==> src/rtl/bit_index_decoder_if.sv <==
// Bit-index decoder bus: the index beat stream going in and the
// reconstructed word coming out, each with its own valid/ready pair.
interface bit_index_decoder_if #(
  parameter int WIDTH = 16,
  parameter int IDX_W = $clog2(WIDTH)
) ();

  // Input beat stream
  logic [IDX_W-1:0] idx_i;
  logic             idx_none_i;
  logic             idx_last_i;
  logic             idx_val_i;
  logic             idx_ready_o;

  // Reconstructed word stream
  logic [WIDTH-1:0] data_o;
  logic [IDX_W:0]   data_cnt_o;
  logic             data_dup_o;
  logic             data_val_o;
  logic             data_ready_i;

  // Decoder side
  modport slave (
    input  idx_i, idx_none_i, idx_last_i, idx_val_i, data_ready_i,
    output idx_ready_o, data_o, data_cnt_o, data_dup_o, data_val_o
  );

  // Beat source / word sink side
  modport master (
    output idx_i, idx_none_i, idx_last_i, idx_val_i, data_ready_i,
    input  idx_ready_o, data_o, data_cnt_o, data_dup_o, data_val_o
  );

endinterface

==> src/rtl/bit_index_decoder.sv <==
// Bit-index decoder: ORs one-hot(idx) over the beats of a packet, counts
// distinct set bits, flags repeated indices, and presents the finished
// word through a single output register with valid/ready handshake.
module bit_index_decoder #(
  parameter int WIDTH = 16,
  parameter int IDX_W = $clog2(WIDTH)
) (
  input  logic                 clk_i,
  input  logic                 srst_i,
  bit_index_decoder_if.slave   bus
);

  localparam int                 CNT_W   = IDX_W + 1;
  localparam logic [CNT_W-1:0]   CNT_MAX = CNT_W'(WIDTH);
  localparam logic [CNT_W-1:0]   CNT_ONE = CNT_W'(1);

  typedef enum logic {
    IDLE  = 1'b0,
    ACCUM = 1'b1
  } state_t;

  state_t            state_reg, state_next;

  logic [WIDTH-1:0]  acc_reg, acc_next;
  logic [CNT_W-1:0]  cnt_reg, cnt_next;
  logic              dup_reg, dup_next;

  logic [WIDTH-1:0]  data_reg, data_next;
  logic [CNT_W-1:0]  data_cnt_reg, data_cnt_next;
  logic              data_dup_reg, data_dup_next;
  logic              data_val_reg, data_val_next;

  logic              idx_ready;
  logic              accept;
  logic [WIDTH-1:0]  idx_onehot;
  logic              idx_hit;
  logic              idx_new;
  logic [WIDTH-1:0]  acc_upd;
  logic [CNT_W-1:0]  cnt_upd;
  logic              dup_upd;

  // The output register may only be refilled once its word is taken.
  assign idx_ready = !data_val_reg || bus.data_ready_i;
  assign accept    = bus.idx_val_i && idx_ready;

  // One-hot decode of the beat index; a "none" beat decodes to all zeros
  // so it contributes nothing to the accumulator, count or dup flag.
  for (genvar gi = 0; gi < WIDTH; gi++) begin : g_onehot
    assign idx_onehot[gi] = !bus.idx_none_i && (bus.idx_i == IDX_W'(gi));
  end

  assign idx_hit = |(idx_onehot & acc_reg);
  assign idx_new = |(idx_onehot & ~acc_reg);
  assign acc_upd = acc_reg | idx_onehot;
  // Count only rises on a previously clear bit, so it tops out at WIDTH
  // exactly when every bit is set; the guard keeps it from ever wrapping.
  assign cnt_upd = (idx_new && (cnt_reg != CNT_MAX)) ? cnt_reg + CNT_ONE : cnt_reg;
  assign dup_upd = dup_reg | idx_hit;

  // Packet FSM next state: a last beat always closes the packet.
  always_comb begin
    state_next = state_reg;
    if (accept) begin
      state_next = bus.idx_last_i ? IDLE : ACCUM;
    end
  end

  // Accumulator and output register next values.
  always_comb begin
    acc_next      = acc_reg;
    cnt_next      = cnt_reg;
    dup_next      = dup_reg;
    data_next     = data_reg;
    data_cnt_next = data_cnt_reg;
    data_dup_next = data_dup_reg;
    data_val_next = data_val_reg;

    if (data_val_reg && bus.data_ready_i) begin
      data_val_next = 1'b0;
    end

    if (accept) begin
      if (bus.idx_last_i) begin
        // Final beat's contribution goes straight to the output and the
        // accumulator restarts empty for the following packet.
        data_next     = acc_upd;
        data_cnt_next = cnt_upd;
        data_dup_next = dup_upd;
        data_val_next = 1'b1;
        acc_next      = '0;
        cnt_next      = '0;
        dup_next      = 1'b0;
      end else begin
        acc_next = acc_upd;
        cnt_next = cnt_upd;
        dup_next = dup_upd;
      end
    end
  end

  // State register; reset discards any partial packet and pending word.
  always_ff @(posedge clk_i) begin
    if (srst_i) begin
      state_reg    <= IDLE;
      acc_reg      <= '0;
      cnt_reg      <= '0;
      dup_reg      <= 1'b0;
      data_reg     <= '0;
      data_cnt_reg <= '0;
      data_dup_reg <= 1'b0;
      data_val_reg <= 1'b0;
    end else begin
      state_reg    <= state_next;
      acc_reg      <= acc_next;
      cnt_reg      <= cnt_next;
      dup_reg      <= dup_next;
      data_reg     <= data_next;
      data_cnt_reg <= data_cnt_next;
      data_dup_reg <= data_dup_next;
      data_val_reg <= data_val_next;
    end
  end

  assign bus.idx_ready_o = idx_ready;
  assign bus.data_o      = data_reg;
  assign bus.data_cnt_o  = data_cnt_reg;
  assign bus.data_dup_o  = data_dup_reg;
  assign bus.data_val_o  = data_val_reg;

endmodule

==> src/flat_wrapper.sv <==
// flat-port wrapper written by rule: the top's interface ports become plain ports
module bit_index_decoder_flat 
#(
  parameter int WIDTH = 16,
  parameter int IDX_W = $clog2(WIDTH)
)
  (clk_i, srst_i, bus_idx_i, bus_idx_none_i, bus_idx_last_i, bus_idx_val_i, bus_data_ready_i, bus_idx_ready_o, bus_data_o, bus_data_cnt_o, bus_data_dup_o, bus_data_val_o);
  bit_index_decoder_if #(.WIDTH(WIDTH), .IDX_W(IDX_W)) bus_i ();
  input  logic clk_i;
  input  logic srst_i;
  input wire logic [$bits(bus_i.idx_i)-1:0] bus_idx_i;
  input wire logic [$bits(bus_i.idx_none_i)-1:0] bus_idx_none_i;
  input wire logic [$bits(bus_i.idx_last_i)-1:0] bus_idx_last_i;
  input wire logic [$bits(bus_i.idx_val_i)-1:0] bus_idx_val_i;
  input wire logic [$bits(bus_i.data_ready_i)-1:0] bus_data_ready_i;
  output wire logic [$bits(bus_i.idx_ready_o)-1:0] bus_idx_ready_o;
  output wire logic [$bits(bus_i.data_o)-1:0] bus_data_o;
  output wire logic [$bits(bus_i.data_cnt_o)-1:0] bus_data_cnt_o;
  output wire logic [$bits(bus_i.data_dup_o)-1:0] bus_data_dup_o;
  output wire logic [$bits(bus_i.data_val_o)-1:0] bus_data_val_o;
  assign bus_i.idx_i = bus_idx_i;
  assign bus_i.idx_none_i = bus_idx_none_i;
  assign bus_i.idx_last_i = bus_idx_last_i;
  assign bus_i.idx_val_i = bus_idx_val_i;
  assign bus_i.data_ready_i = bus_data_ready_i;
  assign bus_idx_ready_o = bus_i.idx_ready_o;
  assign bus_data_o = bus_i.data_o;
  assign bus_data_cnt_o = bus_i.data_cnt_o;
  assign bus_data_dup_o = bus_i.data_dup_o;
  assign bus_data_val_o = bus_i.data_val_o;
  bit_index_decoder #(.WIDTH(WIDTH), .IDX_W(IDX_W)) u_core (.clk_i(clk_i), .srst_i(srst_i), .bus(bus_i));
endmodule
==> config.mk <==
export PLATFORM = sky130hd
export DESIGN_NAME = bit_index_decoder_flat
export DESIGN_NICKNAME = d
export VERILOG_FILES = /design/src/rtl/bit_index_decoder_if.sv /design/src/rtl/bit_index_decoder.sv /design/src/flat_wrapper.sv
export SDC_FILE = /design/constraint.sdc
export NUM_CORES = 1
export LEC_CHECK = 0
export BUFFER_PORTS_ARGS = -buffer_cell sky130_fd_sc_hd__buf_2
export CORE_ASPECT_RATIO = 0.75
export CORE_MARGIN = 2
export CORE_UTILIZATION = 30
export CTS_BUF_LIST = sky130_fd_sc_hd__clkbuf_4 sky130_fd_sc_hd__clkbuf_8 sky130_fd_sc_hd__clkbuf_16
export DETAILED_ROUTE_END_ITERATION = 10
export MAX_ROUTING_LAYER = met4
export PLACE_DENSITY_LB_ADDON = 0.15
export REMOVE_ABC_BUFFERS = 1
export SETUP_SLACK_MARGIN = 0.5
export SLEW_MARGIN = 40
export SYNTH_ARGS = -nofsm -noshare
export SYNTH_HDL_FRONTEND = slang
export SYNTH_SLANG_ARGS = --single-unit
==> constraint.sdc <==
create_clock -name clk_i -period 4.5 [get_ports clk_i]
set_clock_uncertainty 0.2 [all_clocks]
set_input_delay 0.9 -clock clk_i [delete_from_list [all_inputs] [get_ports clk_i]]
set_output_delay 0.9 -clock clk_i [all_outputs]
set_load 0.05 [all_outputs]
==> flow_metrics.py, run 1 <==
metrics = {
    "status": {
        "status": "finished clean",
    },
    "worst_setup_path": {
        "cp_cell_sequence": "buf_2 > nor3_2 > nand2_1 > o211ai_2 > nor3_2 > or4_1 > a31oi_1",
        "crit_type": "in2reg",
        "cp_data_required_time_ps": 4530,
        "crit_buf_inv": 1,
        "crit_family": "simple AND/OR/NAND/NOR gates",
        "cp-start-kind": "primary input",
        "max_stage_delay_ps": 610,
        "cp_common_cell": "nor3_2",
        "critical-path-slowest-cell": "nor3_2",
        "cp-end-kind": "flop",
        "cp.arrival_ps": 2890,
        "crit_fanout": 16,
    },
    "clock_network": {
        "cts_tree": "done",
        "cts_sinks": 45,
        "cts_resized": 0,
        "htreeDepth": 2,
        "cts_setup_buffers": 0,
        "cts_made_buffers": 5,
        "clk_path_buf_depth": 2,
        "insertion_delay_ps": 300,
        "hold_buffers": 0,
        "clk_pin_slew_worst_paths_ps": 80,
        "clock-root-buffer": "clkbuf_8",
    },
    "placed_design": {
        "portBuffers": 33,
        "placed_area_mm2": 0.002381,
        "gp_congestion": 0.8485,
        "hpwl_um": 4159,
    },
    "sta": {
        "maxSlewViolCount": 0,
        "min_period_ps": 2864,
        "whs_ps": 247.6,
        "worstMarginPinSlew_ps": 765.3,
        "slew_headroom": 0.4898,
        "fmax_mhz": 349.1,
        "finalHoldViolations": 0,
        "setup-violations-final": 0,
        "rsz0062_at_grt": "no",
        "fin_tns_setup_ps": 0,
        "period_share": 0.6365,
    },
    "detailed_routing": {
        "drt-total-wl_um": 5783,
        "antenna_left": 0,
        "wl_per_cell_um": 15.18,
        "drcViolationCount": 0,
        "num_vias": 1927,
        "vias_per_cell": 5.058,
        "drt_iter0_markers": 152,
        "firstDrtPassIters": 4,
    },
    "grt": {
        "grtUsageTotal": 0.1626,
        "grt_pass1_vias": 1840,
        "grt_max_degree": 23,
        "grt_pass1_wl_um": 9694,
        "antenna_found_initial": 0,
        "gr-total-overflow": 0,
    },
    "synth": {
        "synth_edf_count": 0,
        "yosysWarnings": 0,
        "yosysUniqueCellTypes": 50,
        "ys_ff_latch": 45,
        "netlist_area_mm2": 0.002177,
        "ys.flop_type": "dfxtp_1",
        "synthArstFlopShare": 0,
        "netlist_instances": 260,
        "syn_avg_cell_area_um2": 8.373,
        "yosysSeqAreaShare": 0.4138,
    },
    "finish": {
        "diodes": 0,
        "drive_above_1_share": 0.1979,
        "fin_util": 0.3610,
        "fin_area_mm2": 0.002501,
        "syn_to_final_growth_pct": 14.89,
        "nets": 294,
    },
    "power_and_ir_drop": {
        "ir_drop_v": 0.0001712,
        "powerDensity_mw_per_mm2": 328.6,
        "leakage_nw": 0.9245,
        "finalPower_mw": 0.8220,
    },
    "die": {
        "initial_utilization": 0.3142,
        "ios": 34,
        "rows": 26,
        "die_h_um": 77.78,
        "die_w_um": 102.4,
        "core_area_mm2": 0.006929,
        "die-area_mm2": 0.007961,
    },
    "hold_path": {
        "holdCritPathClass": "reg2reg",
    },
    "job": {
        "cap_violations": 0,
    },
}
==> where the power goes <==
| group | switching (mW) | leakage, nW | total (mW) | internal, mW |
|---|---|---|---|---|
| combinational | 0.0646 | 0.500 | 0.0894 | 0.0248 |
| clock | 0.140 | 0.0619 | 0.328 | 0.187 |
| sequential | 0.00302 | 0.363 | 0.405 | 0.402 |
| total | 0.208 | 0.924 | 0.822 | 0.614 |
==> logic make-up after synthesis <==
| group | count (synthesis) | synth area share |
|---|---|---|
| simple gates | 98 | 0.2443 |
| compound gates | 83 | 0.2339 |
| flops | 45 | 0.4138 |
| buf+inv | 22 | 0.05115 |
| mux | 8 | 0.03736 |
| xor+xnor | 2 | 0.008047 |
| fa+ha+maj | 2 | 0.01149 |
==> layout by cell type, fill, tap and decap left out, types with 4 or more instances in the layout <==
cell	n
clkbuf_8	6
o21ai_0	19
o21ai_1	5
a21oi_1	36
dfxtp_1	45
nand2_1	31
mux2i_1	7
or3_1	4
nor2_1	20
nand3_1	8
or4_1	4
o211ai_1	5
buf_2	33
==> per-stage QoR <==
step	std cells	setup WS [ps]
after floorplan	241	1381
after global routing	381	1480
after global placement	373	1454
final	381	1636
after detailed placement	373	1368
after CTS	381	1682
==> worst paths after layout <==
check	cells after the start	start	slack, ps	end
setup / recovery	7	bus_idx_i[1]	1640	u_core.cnt_reg[4]
hold / removal	2	u_core.bus.data_cnt_o[2]	250	u_core.bus.data_cnt_o[2]
setup reg to reg	5	u_core.bus.data_val_o	2110	u_core.bus.data_cnt_o[3]
hold reg to reg	2	u_core.bus.data_cnt_o[2]	250	u_core.bus.data_cnt_o[2]
==> cells in the mapped netlist (4+ instances only) <==
| library cell | number | area (µm²) |
|---|---|---|
| dfxtp_1 | 45 | 900.9 |
| a21oi_1 | 37 | 185.2 |
| nand2_1 | 31 | 116.4 |
| nor2_1 | 20 | 75.07 |
| o21ai_0 | 19 | 95.09 |
| clkbuf_1 | 10 | 37.54 |
| nand3_1 | 8 | 40.04 |
| mux2i_1 | 7 | 70.07 |
| buf_2 | 5 | 25.02 |
| o211ai_1 | 5 | 37.54 |
| o21ai_1 | 5 | 25.02 |
| nor3b_1 | 4 | 30.03 |
| or3_1 | 4 | 25.02 |
| or4_1 | 4 | 30.03 |
==> per-layer routing <==
metal | vias up | track usage | routed length [µm]
li1 | 977 | - | -
met1 | 906 | 0.2354 | 3205
met2 | 39 | 0.2270 | 2293
met3 | 5 | 0.03153 | 222
met4 | 0 | 0.04933 | 62
met5 | - | - | 0
==> layout make-up <==
class | instances | area, µm²
clock buffer | 7 | 90.09
fill | 748 | 4428
multi-input combinational | 193 | 1174
clock inverter | 1 | 30.03
inverter | 3 | 11.26
tap | 98 | 122.6
sequential | 45 | 900.9
timing repair buffer | 34 | 172.7
==> tightest hold or removal path, stage by stage (launching register included) <==
cell and delay, ps:
dfxtp_1 310, nand2_1 50, o21ai_1 50
(Power assumes the default switching activity.)
==> run 2: changes to the inputs <==
==> constraint.sdc (replaced) <==
create_clock -name clk_i -period 2.75 [get_ports clk_i]
set_clock_uncertainty 0.2 [all_clocks]
set_input_delay 0.55 -clock clk_i [delete_from_list [all_inputs] [get_ports clk_i]]
set_output_delay 0.55 -clock clk_i [all_outputs]
set_load 0.05 [all_outputs]
==> run 2 against run 1 <==
Net effect:
- global-route usage decreased by 0.16 points
- critical path depth unchanged
- highest routed layer unchanged
- via count grew 2.0%
- die area did not move
- core utilization up 0.96 points
- register-to-register slack got worse by 1400 ps
- sequential share of layout area is 0.93 points lower
- count of clock-buffer cells in the layout did not move
- worst hold slack about the same
- power up 52%
- cell area is 2.7% higher
- setup slack lost 1100 ps
==> flow_metrics.py, run 2 (synthesized netlist as in run 1, its figures left out) <==
metrics = {
    "finish": {
        "multi_input_area_mm2": 0.001180,
        "fin_util": 0.3705,
        "final_cell_mix": "dfxtp_1 (45), a21oi_1 (36), nand2_1 (31), buf_2 (30), nor2_1 (20)",
        "diodes": 0,
        "syn_to_final_growth_pct": 17.93,
        "final_common_cell": "dfxtp_1",
        "fillers": 740,
        "drive_above_1_share": 0.2218,
        "regArea_um2": 900.9,
        "nets": 305,
    },
    "power_and_ir_drop": {
        "leakage_nw": 0.9679,
        "ir_drop_v": 0.0002127,
        "powerDensity_mw_per_mm2": 485.3,
    },
    "clock_network": {
        "clock-root-buffer": "clkbuf_8",
        "hold_buffers": 0,
        "cts_sinks": 45,
        "htreeDepth": 2,
        "cts_made_buffers": 5,
        "clk_pin_slew_worst_paths_ps": 80,
        "cts_tree": "done",
        "insertion_delay_ps": 290,
        "clk_path_buf_depth": 2,
    },
    "die": {
        "rows": 26,
        "core_area_mm2": 0.006929,
        "ios": 34,
        "die_w_um": 102.4,
        "die-area_mm2": 0.007961,
        "initial_utilization": 0.3142,
        "die_h_um": 77.78,
    },
    "hold_path": {
        "holdCritPathClass": "reg2reg",
        "holdPathStages": 2,
        "min_from": "u_core.bus.data_cnt_o[2]",
    },
    "grt": {
        "grt_max_degree": 19,
        "gr-total-overflow": 0,
        "grt_pass1_vias": 1780,
        "grtUsageTotal": 0.1610,
        "grt_pass1_wl_um": 9687,
        "antenna_found_initial": 0,
    },
    "job": {
        "cap_violations": 0,
    },
    "worst_setup_path": {
        "crit_start": "bus_idx_i[1]",
        "cp-start-kind": "primary input",
        "worstReg2RegEnd": "u_core.cnt_reg[4]",
        "cp.arrival_ps": 2220,
        "r2r_setup_slack_ps": 680,
        "cp-end-kind": "flop",
        "cp_data_required_time_ps": 2770,
        "endpoint": "u_core.cnt_reg[4]",
        "crit_type": "in2reg",
        "r2r_start": "u_core.acc_reg[7]",
        "reg2reg_depth": 6,
        "crit_fanout": 9,
    },
    "sta": {
        "min_period_ps": 2202,
        "worstMarginPinSlew_ps": 548.5,
        "maxSlewViolCount": 0,
        "rsz0062_at_grt": "yes",
        "period_share": 0.8006,
        "fin_tns_setup_ps": 0,
        "slew_headroom": 0.6315,
        "fmax_mhz": 454.2,
        "finalHoldViolations": 0,
        "setup-violations-final": 0,
    },
    "placed_design": {
        "hpwl_um": 4373,
        "portBuffers": 33,
        "gp_congestion": 0.9154,
    },
    "detailed_routing": {
        "drcViolationCount": 0,
        "firstDrtPassIters": 4,
        "antenna_left": 0,
        "num_vias": 1965,
        "wl_per_cell_um": 15.05,
        "drt-total-wl_um": 5885,
        "vias_per_cell": 5.026,
        "drt_iter0_markers": 139,
    },
    "status": {
        "status": "finished clean",
    },
}
[run 2: changes by cell type in the layout (fill, tap and decap cells not counted), sizes merged]
cell,delta
buf,+11
bufinv,-1
[run 2: worst max-delay path, cell delays in order]
cell and delay (ps):
buf_2 220, buf_4 200, o211ai_1 130, a31oi_2 320, nor3_2 130, or4_1 510, a31oi_1 160
[run 2: cell type report]
type | instances | share of cell area
Timing Repair Buffer | 45 | 0.1023
Sequential cell | 45 | 0.3509
Inverter | 3 | 0.004386
Multi-Input combinational cell | 193 | 0.4596
Clock buffer | 7 | 0.03509
Tap cell | 98 | 0.04776
[run 2: power by group]
| group | switching [mW] | internal, mW | total (mW) |
|---|---|---|---|
| clock network | 0.214 | 0.210 | 0.423 |
| registers | 0.00503 | 0.658 | 0.663 |
| logic | 0.108 | 0.0520 | 0.160 |
[run 2: metrics by stage]
stage / power (mW) / hold WS (ps) / instance area (µm²) / cells / worst slack [ps]
6_report: 1.246 / 247.9 / 2567 / 391 / 548.4
5_1_grt: 1.299 / 269.6 / 2567 / 391 / 426.7
4_1_cts: 1.268 / 254.8 / 2567 / 391 / 562.9
3_5_place_dp: 0.8345 / 239.5 / 2459 / 384 / 135.8
3_3_place_gp: 0.8357 / 231.6 / 2459 / 384 / 147.8
2_1_floorplan: 0.7647 / 258.5 / 2077 / 241 / -139.2
[run 2: metal layers]
| layer | share of wire | up-vias | GRT usage |
|---|---|---|---|
| met5 | 0 | - | - |
| met4 | 0.0049 | 0 | 0.02400 |
| met1 | 0.55 | 910 | 0.2542 |
| met3 | 0.049 | 2 | 0.03063 |
| met2 | 0.39 | 52 | 0.2118 |
| li1 | - | 1001 | - |
[run 2: worst min path at each step]
stage,to,slack [ps]
after floorplan,u_core.acc_reg[14],260
after global placement,u_core.bus.data_o[9],230
after detailed placement,u_core.bus.data_o[4],240
after CTS,u_core.bus.data_cnt_o[2],250
after global routing,u_core.bus.data_o[13],270
final,u_core.bus.data_cnt_o[2],250
[run 2: what timing repair did]
item	in CTS	in global routing
pin swaps	0	0
setup endpoints to repair	2	4
buffers inserted	0	0
resized for setup	5	0
==> run 3: changes to the inputs <==
==> constraint.sdc (replaced) <==
create_clock -name clk_i -period 2.17 [get_ports clk_i]
set_clock_uncertainty 0.2 [all_clocks]
set_input_delay 0.434 -clock clk_i [delete_from_list [all_inputs] [get_ports clk_i]]
set_output_delay 0.434 -clock clk_i [all_outputs]
set_load 0.05 [all_outputs]
==> run 3 against run 2 <==
Net effect:
- cell area grew 18%
- core utilization grew 6.6 points
- register-to-register slack lost 480 ps
- largest power group unchanged
- highest routed layer unchanged
==> flow_metrics.py, run 3 (synthesized netlist as in run 1, its figures left out) <==
metrics = {
    "job": {
        "cap_violations": 0,
    },
    "worst_setup_path": {
        "reg2reg_depth": 7,
        "cp-start-kind": "primary input",
        "worstReg2RegEnd": "u_core.cnt_reg[1]",
        "crit_buf_inv": 2,
        "crit_fanout": 7,
        "r2r_setup_slack_ps": 200,
        "critical-path-slowest-cell": "or4b_1",
        "cp.arrival_ps": 2010,
        "crit_type": "in2reg",
        "max_stage_delay_ps": 520,
        "cp_data_required_time_ps": 2180,
        "cp-end-kind": "flop",
        "cp_cell_sequence": "buf_12 > and2b_2 > nand2_2 > o311ai_4 > buf_4 > o31ai_4 > or4b_1 > o31ai_1",
        "r2r_start": "u_core.acc_reg[14]",
        "crit_family": "simple AND/OR/NAND/NOR gates",
    },
    "clock_network": {
        "clk_path_buf_depth": 2,
        "insertion_delay_ps": 300,
        "clk_pin_slew_worst_paths_ps": 90,
        "cts_tree": "done",
        "htreeDepth": 2,
        "cts_made_buffers": 5,
        "cts_sinks": 45,
        "clock-root-buffer": "clkbuf_8",
    },
    "placed_design": {
        "gp_congestion": 0.9262,
        "post-place-cells": 408,
        "hpwl_um": 4829,
        "portBuffers": 33,
    },
    "grt": {
        "grt_max_degree": 17,
        "antenna_found_initial": 0,
        "grt_pass1_vias": 2046,
        "grtUsageTotal": 0.1843,
        "grt_pass1_wl_um": 10920,
        "gr-total-overflow": 0,
    },
    "finish": {
        "nets": 339,
        "diodes": 0,
        "drive_above_1_share": 0.3963,
        "final_common_cell": "buf_4",
        "syn_to_final_growth_pct": 38.91,
        "layout.cells.non_filler": 426,
        "final_cell_mix": "buf_4 (43), a21oi_1 (34), dfxtp_1 (32), nand2_1 (31), buf_2 (28)",
    },
    "sta": {
        "setup-violations-final": 0,
        "rsz0062_at_grt": "yes",
        "whs_ps": 223.2,
        "min_period_ps": 1996,
        "worstMarginPinSlew_ps": 447.0,
        "fmax_mhz": 501.1,
        "finalHoldViolations": 0,
        "period_share": 0.9197,
        "slew_headroom": 0.7009,
        "maxSlewViolCount": 0,
    },
    "hold_path": {
        "min_from": "bus_idx_last_i",
        "holdCritPathClass": "in2reg",
        "hold_end": "u_core.bus.data_val_o",
        "holdPathStages": 3,
    },
    "die": {
        "die_h_um": 77.78,
        "rows": 26,
        "initial_utilization": 0.3142,
        "die_w_um": 102.4,
        "core_area_mm2": 0.006929,
        "ios": 34,
        "die-area_mm2": 0.007961,
    },
    "power_and_ir_drop": {
        "leakage_nw": 1.194,
        "powerDensity_mw_per_mm2": 550.6,
        "p_int_mw": 1.222,
        "clkPwrFrac": 0.328,
        "ir_drop_v": 0.0002633,
        "switching_share": 0.2663,
        "seq_power_share": 0.504,
        "p_comb_frac": 0.168,
        "p_switching_mw": 0.4435,
    },
    "detailed_routing": {
        "drcViolationCount": 0,
        "num_vias": 2104,
        "drt-total-wl_um": 6505,
        "drt_iter0_markers": 102,
        "vias_per_cell": 4.939,
        "firstDrtPassIters": 4,
        "wl_per_cell_um": 15.27,
        "antenna_left": 0,
    },
    "status": {
        "status": "finished clean",
    },
}
[run 3: worst max path at each step]
stage,start,end,cells after the start
floorplan,u_core.bus.data_val_o,u_core.dup_reg,5
global placement,bus_idx_i[1],u_core.cnt_reg[4],7
detailed placement,bus_idx_i[0],u_core.cnt_reg[4],7
CTS,bus_idx_i[0],u_core.cnt_reg[1],8
global route,u_core.acc_reg[14],u_core.cnt_reg[1],7
finish,bus_idx_i[0],u_core.cnt_reg[1],8
[run 3: timing repair]
item	in CTS	in global routing
endpoints found under the setup margin	13	33
pin swaps	12	7
hold buffers	0	0
buffers inserted	9	0
cloned	1	0
gates resized for setup	39	14
[run 3: power groups by stage]
stage | clock, mW | combinational, mW | sequential [mW]
2_1_floorplan | 0 | 0.0938 | 0.875
3_3_place_gp | 0 | 0.232 | 0.859
3_5_place_dp | 0 | 0.231 | 0.859
4_1_cts | 0.567 | 0.272 | 0.839
5_1_grt | 0.615 | 0.302 | 0.841
6_report | 0.546 | 0.280 | 0.839
[run 3: per-stage QoR]
stage | worst slack (ps) | power (mW) | instance area [µm²] | setup TNS [ps] | util
2_1_floorplan | -719.2 | 0.9690 | 2077 | -13950 | -
4_1_cts | 210.3 | 1.678 | 2967 | 0 | 0.4281
6_report | 174.2 | 1.665 | 3024 | 0 | 0.4364
5_1_grt | 63.08 | 1.758 | 3024 | 0 | 0.4364
3_3_place_gp | -238.3 | 1.091 | 2639 | -1456 | 0.3808
3_5_place_dp | -227.3 | 1.090 | 2639 | -1568 | 0.3808
[run 3: metal layers]
metal / wire (µm) / GRT usage / share of wire
met1: 3467 / 0.2825 / 0.53
met2: 2565 / 0.2368 / 0.39
met3: 342 / 0.03423 / 0.053
met4: 129 / 0.06133 / 0.020
met5: 0 / - / 0
[run 3: area by class of cell]
cell class              instances  area (µm²)
well taps                      98       122.6
multi-input cells             193        1294
fillers                       692        3905
inverters                       3       11.26
repair buffers                 79       583.1
flip-flops and latches         45       922.1
clock buffers                   8       91.34
[run 3: tightest hold or removal path, stage by stage]
cell and delay [ps]:
buf_2 140, nand2_1 60, a21oi_1 50
